### config.mk
export PLATFORM = sky130hd
export DESIGN_NAME = ifu_fetch_flat
export DESIGN_NICKNAME = d
export VERILOG_FILES = /design/src/rtl/ifu_fetch_pkg.sv /design/src/rtl/ifu_fetch_if.sv /design/src/rtl/ifu_pc_reg.sv /design/src/rtl/ifu_fetch.sv /design/src/flat_wrapper.sv
export SDC_FILE = /design/constraint.sdc
export NUM_CORES = 1
export LEC_CHECK = 0
export BUFFER_PORTS_ARGS = -buffer_cell sky130_fd_sc_hd__buf_2
export CAP_MARGIN = 20
export CORE_MARGIN = 2
export CORE_UTILIZATION = 45
export DETAILED_ROUTE_END_ITERATION = 10
export PLACE_DENSITY = 0.75
export SETUP_SLACK_MARGIN = 0.2
export SLEW_MARGIN = 20
export SYNTH_ARGS = -nofsm -noshare
export SYNTH_HDL_FRONTEND = slang
export SYNTH_SLANG_ARGS = --single-unit
### constraint.sdc
create_clock -name clk -period 4.2 [get_ports clk]
set_clock_uncertainty 0.2 [all_clocks]
set_input_delay 0.42 -clock clk [delete_from_list [all_inputs] [get_ports clk]]
set_output_delay 0.42 -clock clk [all_outputs]
set_load 0.02 [all_outputs]
### src/rtl/ifu_fetch_pkg.sv
// ifu_fetch_pkg: shared constants and state encoding for the instruction fetch stage.
//   XLEN      - datapath / PC width
//   ILEN      - instruction word width
//   RESET_PC  - PC loaded on reset
//   PC_INC    - sequential PC step
//   fetch_state_e - fetch FSM states
package ifu_fetch_pkg;

  localparam int unsigned XLEN   = 32;
  localparam int unsigned ILEN   = 32;
  localparam int unsigned PC_INC = 4;

  localparam logic [XLEN-1:0] RESET_PC = 32'h8000_0000;

  typedef enum logic [1:0] {
    S_REQ  = 2'd0,
    S_WAIT = 2'd1,
    S_OUT  = 2'd2
  } fetch_state_e;

endpackage

### src/rtl/ifu_fetch_if.sv
// ifu_fetch_if: groups the fetch stage's memory, decode and redirect signals.
//   imem_req_*  - request channel to instruction memory (fetch drives valid/addr)
//   imem_rsp_*  - single-cycle response pulse from instruction memory
//   id_*        - {inst, pc} handshake towards decode
//   redirect_*  - PC change request from execute
// Modports: master = fetch stage, slave = its environment (memory/decode/execute).
interface ifu_fetch_if #(
  parameter int unsigned XLEN = ifu_fetch_pkg::XLEN
);
  import ifu_fetch_pkg::*;

  logic            imem_req_valid;
  logic            imem_req_ready;
  logic [XLEN-1:0] imem_req_addr;
  logic            imem_rsp_valid;
  logic [ILEN-1:0] imem_rsp_data;
  logic            id_valid;
  logic            id_ready;
  logic [ILEN-1:0] id_inst;
  logic [XLEN-1:0] id_pc;
  logic            redirect_valid;
  logic [XLEN-1:0] redirect_pc;

  modport master (
    output imem_req_valid, imem_req_addr, id_valid, id_inst, id_pc,
    input  imem_req_ready, imem_rsp_valid, imem_rsp_data, id_ready,
           redirect_valid, redirect_pc
  );

  modport slave (
    input  imem_req_valid, imem_req_addr, id_valid, id_inst, id_pc,
    output imem_req_ready, imem_rsp_valid, imem_rsp_data, id_ready,
           redirect_valid, redirect_pc
  );

endinterface

### src/rtl/ifu_pc_reg.sv
// ifu_pc_reg: program counter register with redirect load and sequential increment.
//   clk, rst   - clock, synchronous active-high reset (loads RESET_PC)
//   load_i     - load load_pc_i (word aligned); wins over inc_i
//   load_pc_i  - redirect target, bits [1:0] ignored
//   inc_i      - advance pc by PC_INC, wrapping modulo 2^XLEN
//   pc_o       - current pc
module ifu_pc_reg
  import ifu_fetch_pkg::*;
#(
  parameter int unsigned     XLEN     = ifu_fetch_pkg::XLEN,
  parameter logic [XLEN-1:0] RESET_PC = XLEN'(ifu_fetch_pkg::RESET_PC)
) (
  input  logic            clk,
  input  logic            rst,
  input  logic            load_i,
  input  logic [XLEN-1:0] load_pc_i,
  input  logic            inc_i,
  output logic [XLEN-1:0] pc_o
);

  logic [XLEN-1:0] pc_q;
  logic [XLEN-1:0] pc_d;

  // Next pc: redirect target first, then sequential step.
  always_comb begin
    pc_d = pc_q;
    if (load_i) begin
      pc_d = load_pc_i & ~XLEN'(3);
    end else if (inc_i) begin
      pc_d = pc_q + XLEN'(PC_INC);
    end
  end

  always_ff @(posedge clk) begin
    if (rst) begin
      pc_q <= RESET_PC;
    end else begin
      pc_q <= pc_d;
    end
  end

  assign pc_o = pc_q;

endmodule

### src/rtl/ifu_fetch.sv
// ifu_fetch: single-outstanding instruction fetch stage.
//   clk, rst - clock, synchronous active-high reset
//   bus      - ifu_fetch_if.master: imem request/response, decode handshake, redirect
// One request is in flight at a time; the returned word is held with its pc until
// decode takes it. A redirect replaces the pc and squashes whatever is in flight or
// held; a response already owed to the old pc is swallowed via the drop flag.
module ifu_fetch
  import ifu_fetch_pkg::*;
#(
  parameter int unsigned     XLEN     = ifu_fetch_pkg::XLEN,
  parameter logic [XLEN-1:0] RESET_PC = XLEN'(ifu_fetch_pkg::RESET_PC)
) (
  input  logic        clk,
  input  logic        rst,
  ifu_fetch_if.master bus
);

  fetch_state_e    state_q, state_d;
  logic            drop_q, drop_d;
  logic [ILEN-1:0] inst_q, inst_d;
  logic [XLEN-1:0] id_pc_q, id_pc_d;
  logic            pc_inc;
  logic [XLEN-1:0] pc;

  ifu_pc_reg #(
    .XLEN    (XLEN),
    .RESET_PC(RESET_PC)
  ) u_pc_reg (
    .clk      (clk),
    .rst      (rst),
    .load_i   (bus.redirect_valid),
    .load_pc_i(bus.redirect_pc),
    .inc_i    (pc_inc),
    .pc_o     (pc)
  );

  // Next-state logic; redirect_valid reloads the pc inside ifu_pc_reg in every state.
  always_comb begin
    state_d = state_q;
    drop_d  = drop_q;
    inst_d  = inst_q;
    id_pc_d = id_pc_q;
    pc_inc  = 1'b0;
    case (state_q)
      S_REQ: begin
        if (bus.imem_req_ready) begin
          state_d = S_WAIT;
          // Request left with the old pc while the pc is being redirected.
          drop_d  = bus.redirect_valid;
        end
      end
      S_WAIT: begin
        if (bus.imem_rsp_valid) begin
          if (bus.redirect_valid || drop_q) begin
            state_d = S_REQ;
            drop_d  = 1'b0;
          end else begin
            inst_d  = bus.imem_rsp_data;
            id_pc_d = pc;
            state_d = S_OUT;
          end
        end else if (bus.redirect_valid) begin
          drop_d = 1'b1;
        end
      end
      S_OUT: begin
        if (bus.redirect_valid) begin
          state_d = S_REQ;
        end else if (bus.id_ready) begin
          pc_inc  = 1'b1;
          state_d = S_REQ;
        end
      end
      default: begin
        state_d = S_REQ;
        drop_d  = 1'b0;
      end
    endcase
  end

  always_ff @(posedge clk) begin
    if (rst) begin
      state_q <= S_REQ;
      drop_q  <= 1'b0;
      inst_q  <= '0;
      id_pc_q <= '0;
    end else begin
      state_q <= state_d;
      drop_q  <= drop_d;
      inst_q  <= inst_d;
      id_pc_q <= id_pc_d;
    end
  end

  // Valids are gated combinationally so nothing is offered during reset or squash.
  assign bus.imem_req_valid = (state_q == S_REQ) && !rst;
  assign bus.imem_req_addr  = pc;
  assign bus.id_valid       = (state_q == S_OUT) && !bus.redirect_valid && !rst;
  assign bus.id_inst        = inst_q;
  assign bus.id_pc          = id_pc_q;

endmodule

### src/flat_wrapper.sv
// flat-port wrapper written by rule: the top's interface ports become plain ports
module ifu_fetch_flat import ifu_fetch_pkg::*;
#(
  parameter int unsigned     XLEN     = ifu_fetch_pkg::XLEN,
  parameter logic [XLEN-1:0] RESET_PC = XLEN'(ifu_fetch_pkg::RESET_PC)
)
  (clk, rst, bus_imem_req_valid, bus_imem_req_addr, bus_id_valid, bus_id_inst, bus_id_pc, bus_imem_req_ready, bus_imem_rsp_valid, bus_imem_rsp_data, bus_id_ready, bus_redirect_valid, bus_redirect_pc);
  ifu_fetch_if #(.XLEN(XLEN)) bus_i ();
  input  logic clk;
  input  logic rst;
  output wire logic [$bits(bus_i.imem_req_valid)-1:0] bus_imem_req_valid;
  output wire logic [$bits(bus_i.imem_req_addr)-1:0] bus_imem_req_addr;
  output wire logic [$bits(bus_i.id_valid)-1:0] bus_id_valid;
  output wire logic [$bits(bus_i.id_inst)-1:0] bus_id_inst;
  output wire logic [$bits(bus_i.id_pc)-1:0] bus_id_pc;
  input wire logic [$bits(bus_i.imem_req_ready)-1:0] bus_imem_req_ready;
  input wire logic [$bits(bus_i.imem_rsp_valid)-1:0] bus_imem_rsp_valid;
  input wire logic [$bits(bus_i.imem_rsp_data)-1:0] bus_imem_rsp_data;
  input wire logic [$bits(bus_i.id_ready)-1:0] bus_id_ready;
  input wire logic [$bits(bus_i.redirect_valid)-1:0] bus_redirect_valid;
  input wire logic [$bits(bus_i.redirect_pc)-1:0] bus_redirect_pc;
  assign bus_imem_req_valid = bus_i.imem_req_valid;
  assign bus_imem_req_addr = bus_i.imem_req_addr;
  assign bus_id_valid = bus_i.id_valid;
  assign bus_id_inst = bus_i.id_inst;
  assign bus_id_pc = bus_i.id_pc;
  assign bus_i.imem_req_ready = bus_imem_req_ready;
  assign bus_i.imem_rsp_valid = bus_imem_rsp_valid;
  assign bus_i.imem_rsp_data = bus_imem_rsp_data;
  assign bus_i.id_ready = bus_id_ready;
  assign bus_i.redirect_valid = bus_redirect_valid;
  assign bus_i.redirect_pc = bus_redirect_pc;
  ifu_fetch #(.XLEN(XLEN), .RESET_PC(RESET_PC)) u_core (.clk(clk), .rst(rst), .bus(bus_i));
endmodule
==> flow_metrics.tcl <==
set metrics [dict create \
    via_count 4212 \
    ys_ff_latch 95 \
    avgSynthCellArea_sq_um 7.85 \
    postSynthCellCount 526 \
    grt_pass1_vias 4042 \
    row_count 34 \
    clockBufferDepth 2 \
    worst_pin_slew_ns 0.979 \
    endpoint_kind "register" \
    hpwl_um 8030 \
    antenna_cells 0 \
    yosysWarnings 0 \
    numCtsBuffers 9 \
    crit_path_start_kind "register" \
    drive_above_1_share_pct 27.9 \
    cap_violations 0 \
    viasPerCell 5.46 \
    ys_top_cells_by_area "dfxtp_1 (46%), nand2_1 (13%), a21oi_1 (8.0%)" \
    fp.dieH_um 99.8 \
    cts_tree "built" \
    place_congestion 0.842 \
    synth_most_common_cell "nand2_1" \
    syn-cell-area_sq_mm 0.00413 \
    pwr_density_cell_mw_per_mm2 356 \
    drt-pass1-iter-count 4 \
    slew_viol_final 0 \
    htreeDepth 3 \
    nNetsFinal 730 \
    synth_top_cell_area_share_pct 46.1 \
    cts_root_buf "clkbuf_8" \
    clock-sinks 95 \
    status "complete, no violations" \
    design.core.area_sq_mm 0.00881 \
    drcViolationCount 0 \
    seq_area_frac_synth_pct 46.1 \
    finalSetupViolCount 0 \
    grt_start_max_net_pins 100 \
    io_pins 168 \
    antenna_left 0 \
    fmax_mhz 379 \
    port_buffers 161 \
    crit_required_ns 4.27 \
    cp_data_arrival_time_ns 2.70 \
    area_growth_pct 25.0 \
    clk_latency_ns 0.35 \
    post_cts_buffers 0 \
    synth_ff_type "dfxtp_1" \
    initial_utilization_pct 46.9 \
    ys_async_sr_fraction_pct 0 \
    hold_buffers 0 \
    whs_ns 0.0927 \
    hp-class "in -> reg" \
    antenna_found_initial 0 \
    nFillCells 854 \
    wirelength_um 11500 \
    ys_top_cells_by_count "nand2_1 (140), dfxtp_1 (95), a21oi_1 (66)" \
    die_area_sq_mm 0.00996 \
    path_clk_slew_ns 0.10 \
    crit_type "reg -> reg" \
    period_needed_ns 2.64 \
    grtUsageTotal_pct 22.7 \
    path_max_fanout 12 \
    yosysTopAreaCell "dfxtp_1" \
    setup-tns-final_ns 0 \
    grt_pass1_wl_um 18500 \
    fp.dieW_um 99.8 \
    drt-wirelength-per-cell_um 14.9 \
    synth_enable_flop_cells 0 \
    drt_iter0_markers 172 \
    cts_resized 0 \
    p_leak_uw 0.00213 \
    rsz0062_at_grt "no" \
    irDropWorstVdd_v 0.000207 \
    period_share_pct 62.7 \
    slew_headroom_pct 34.2 \
    ys_types 43 \
    overflow 0 \
    hold_violations 0 \
]
## where the power goes
part / switching (uW) / total, uW / internal (uW)
registers: 46.8 / 979 / 932
logic: 127 / 204 / 77.6
clock network: 318 / 656 / 338
## registers in the layout, summed over array words and instances, names as in the netlist
name,count
u_core.bus.id_pc,30
u_core.state_q,2
u_core.u_pc_reg.pc_o,30
u_core.drop_q,1
u_core.bus.id_inst,32
## final cells by class
type | instances | area (sq um) | share of cell area (%)
repair buffers | 164 | 843 | 16.3
inverters | 9 | 33.8 | 0.655
flip-flops and latches | 95 | 1900 | 36.9
multi-input cells | 380 | 2030 | 39.4
clock buffers | 11 | 131 | 2.55
well taps | 108 | 135 | 2.62
clock inverters | 5 | 82.6 | 1.60
## final timing paths
kind | from | to | slack, ns | cells past startpoint
worst max-delay path | u_core.u_pc_reg.pc_o[2]$_SDFFE_PP0P_ | u_core.u_pc_reg.pc_o[14]$_SDFFE_PP0P_ | 1.56 | 5
worst min-delay path | bus_imem_rsp_data[27] | u_core.bus.id_inst[27]$_SDFFE_PP0P_ | 0.09 | 3
worst max register to register | u_core.u_pc_reg.pc_o[2]$_SDFFE_PP0P_ | u_core.u_pc_reg.pc_o[14]$_SDFFE_PP0P_ | 1.56 | 5
worst min register to register | u_core.bus.id_pc[11]$_SDFFE_PP0P_ | u_core.bus.id_pc[11]$_SDFFE_PP0P_ | 0.26 | 2
## worst max-delay path: stages (launching register included)
cell      delay (ns)
dfxtp_1         0.54
ha_1            0.28
and2_1          0.25
nand3_1         0.36
or4_2           0.65
a311oi_1        0.26
## layer usage
layer  up-vias  GRT usage [%]  wire length, um
met5         -              0                0
met2       141           38.3             5600
met1      1940           28.7             4910
li1       2109              -                -
met3        22           5.64              775
met4         0           6.95              203
## per-stage QoR
stage | power [uW] | setup WS, ns | cell area [sq um] | util (%) | std cells
after floorplan | 1120 | 1.97 | 4140 | - | 529
after detailed placement | 1200 | 1.57 | 4940 | 56.1 | 756
after CTS | 1850 | 1.59 | 5160 | 58.6 | 772
after global placement | 1200 | 1.62 | 4940 | 56.1 | 756
after global routing | 1920 | 1.42 | 5160 | 58.6 | 772
final | 1840 | 1.56 | 5160 | 58.6 | 772
## cells by family (layout without fill, tap and decap cells)
kind of cell               Yosys count  after routing  share of synthesized area [%]
muxes                                1              1                          0.242
and+or+nand+nor                    248            248                           28.6
adders and majority gates            1              1                          0.303
buffers and inverters               54            189                           5.30
DFF                                 95             95                           46.1
AOI/OAI and AO/OA                  118            118                           17.7
xor gates and xnor gates             8              8                           1.70
other                                1              4                         0.0908
## cell usage in the layout, fill, tap and decap left out, types with 2 or more instances in the layout
cell	netlist	routed
or3_1	7	7
nand2_1	140	140
a21oi_1	66	66
a311oi_1	13	13
xor2_1	4	4
o31ai_1	5	5
nand4b_1	3	3
and2_1	2	2
and4b_1	2	2
inv_1	9	8
nor3_1	6	6
clkbuf_1	40	2
nand4_1	10	10
a2111oi_0	6	6
and4_1	9	9
and3_1	3	3
nand3_1	9	9
nand2b_1	3	3
buf_2	1	160
clkbuf_8	0	9
a211oi_1	15	15
o21ai_0	7	7
conb_1	1	4
xnor2_1	4	4
or4_1	5	4
dfxtp_1	95	95
nor4_1	10	10
clkinv_4	0	2
buf_4	4	3
nor2_1	29	29
bufinv_16	0	2
or4_4	1	2
nor2b_1	3	3
a221oi_1	2	2
(Power assumes the default switching activity.)
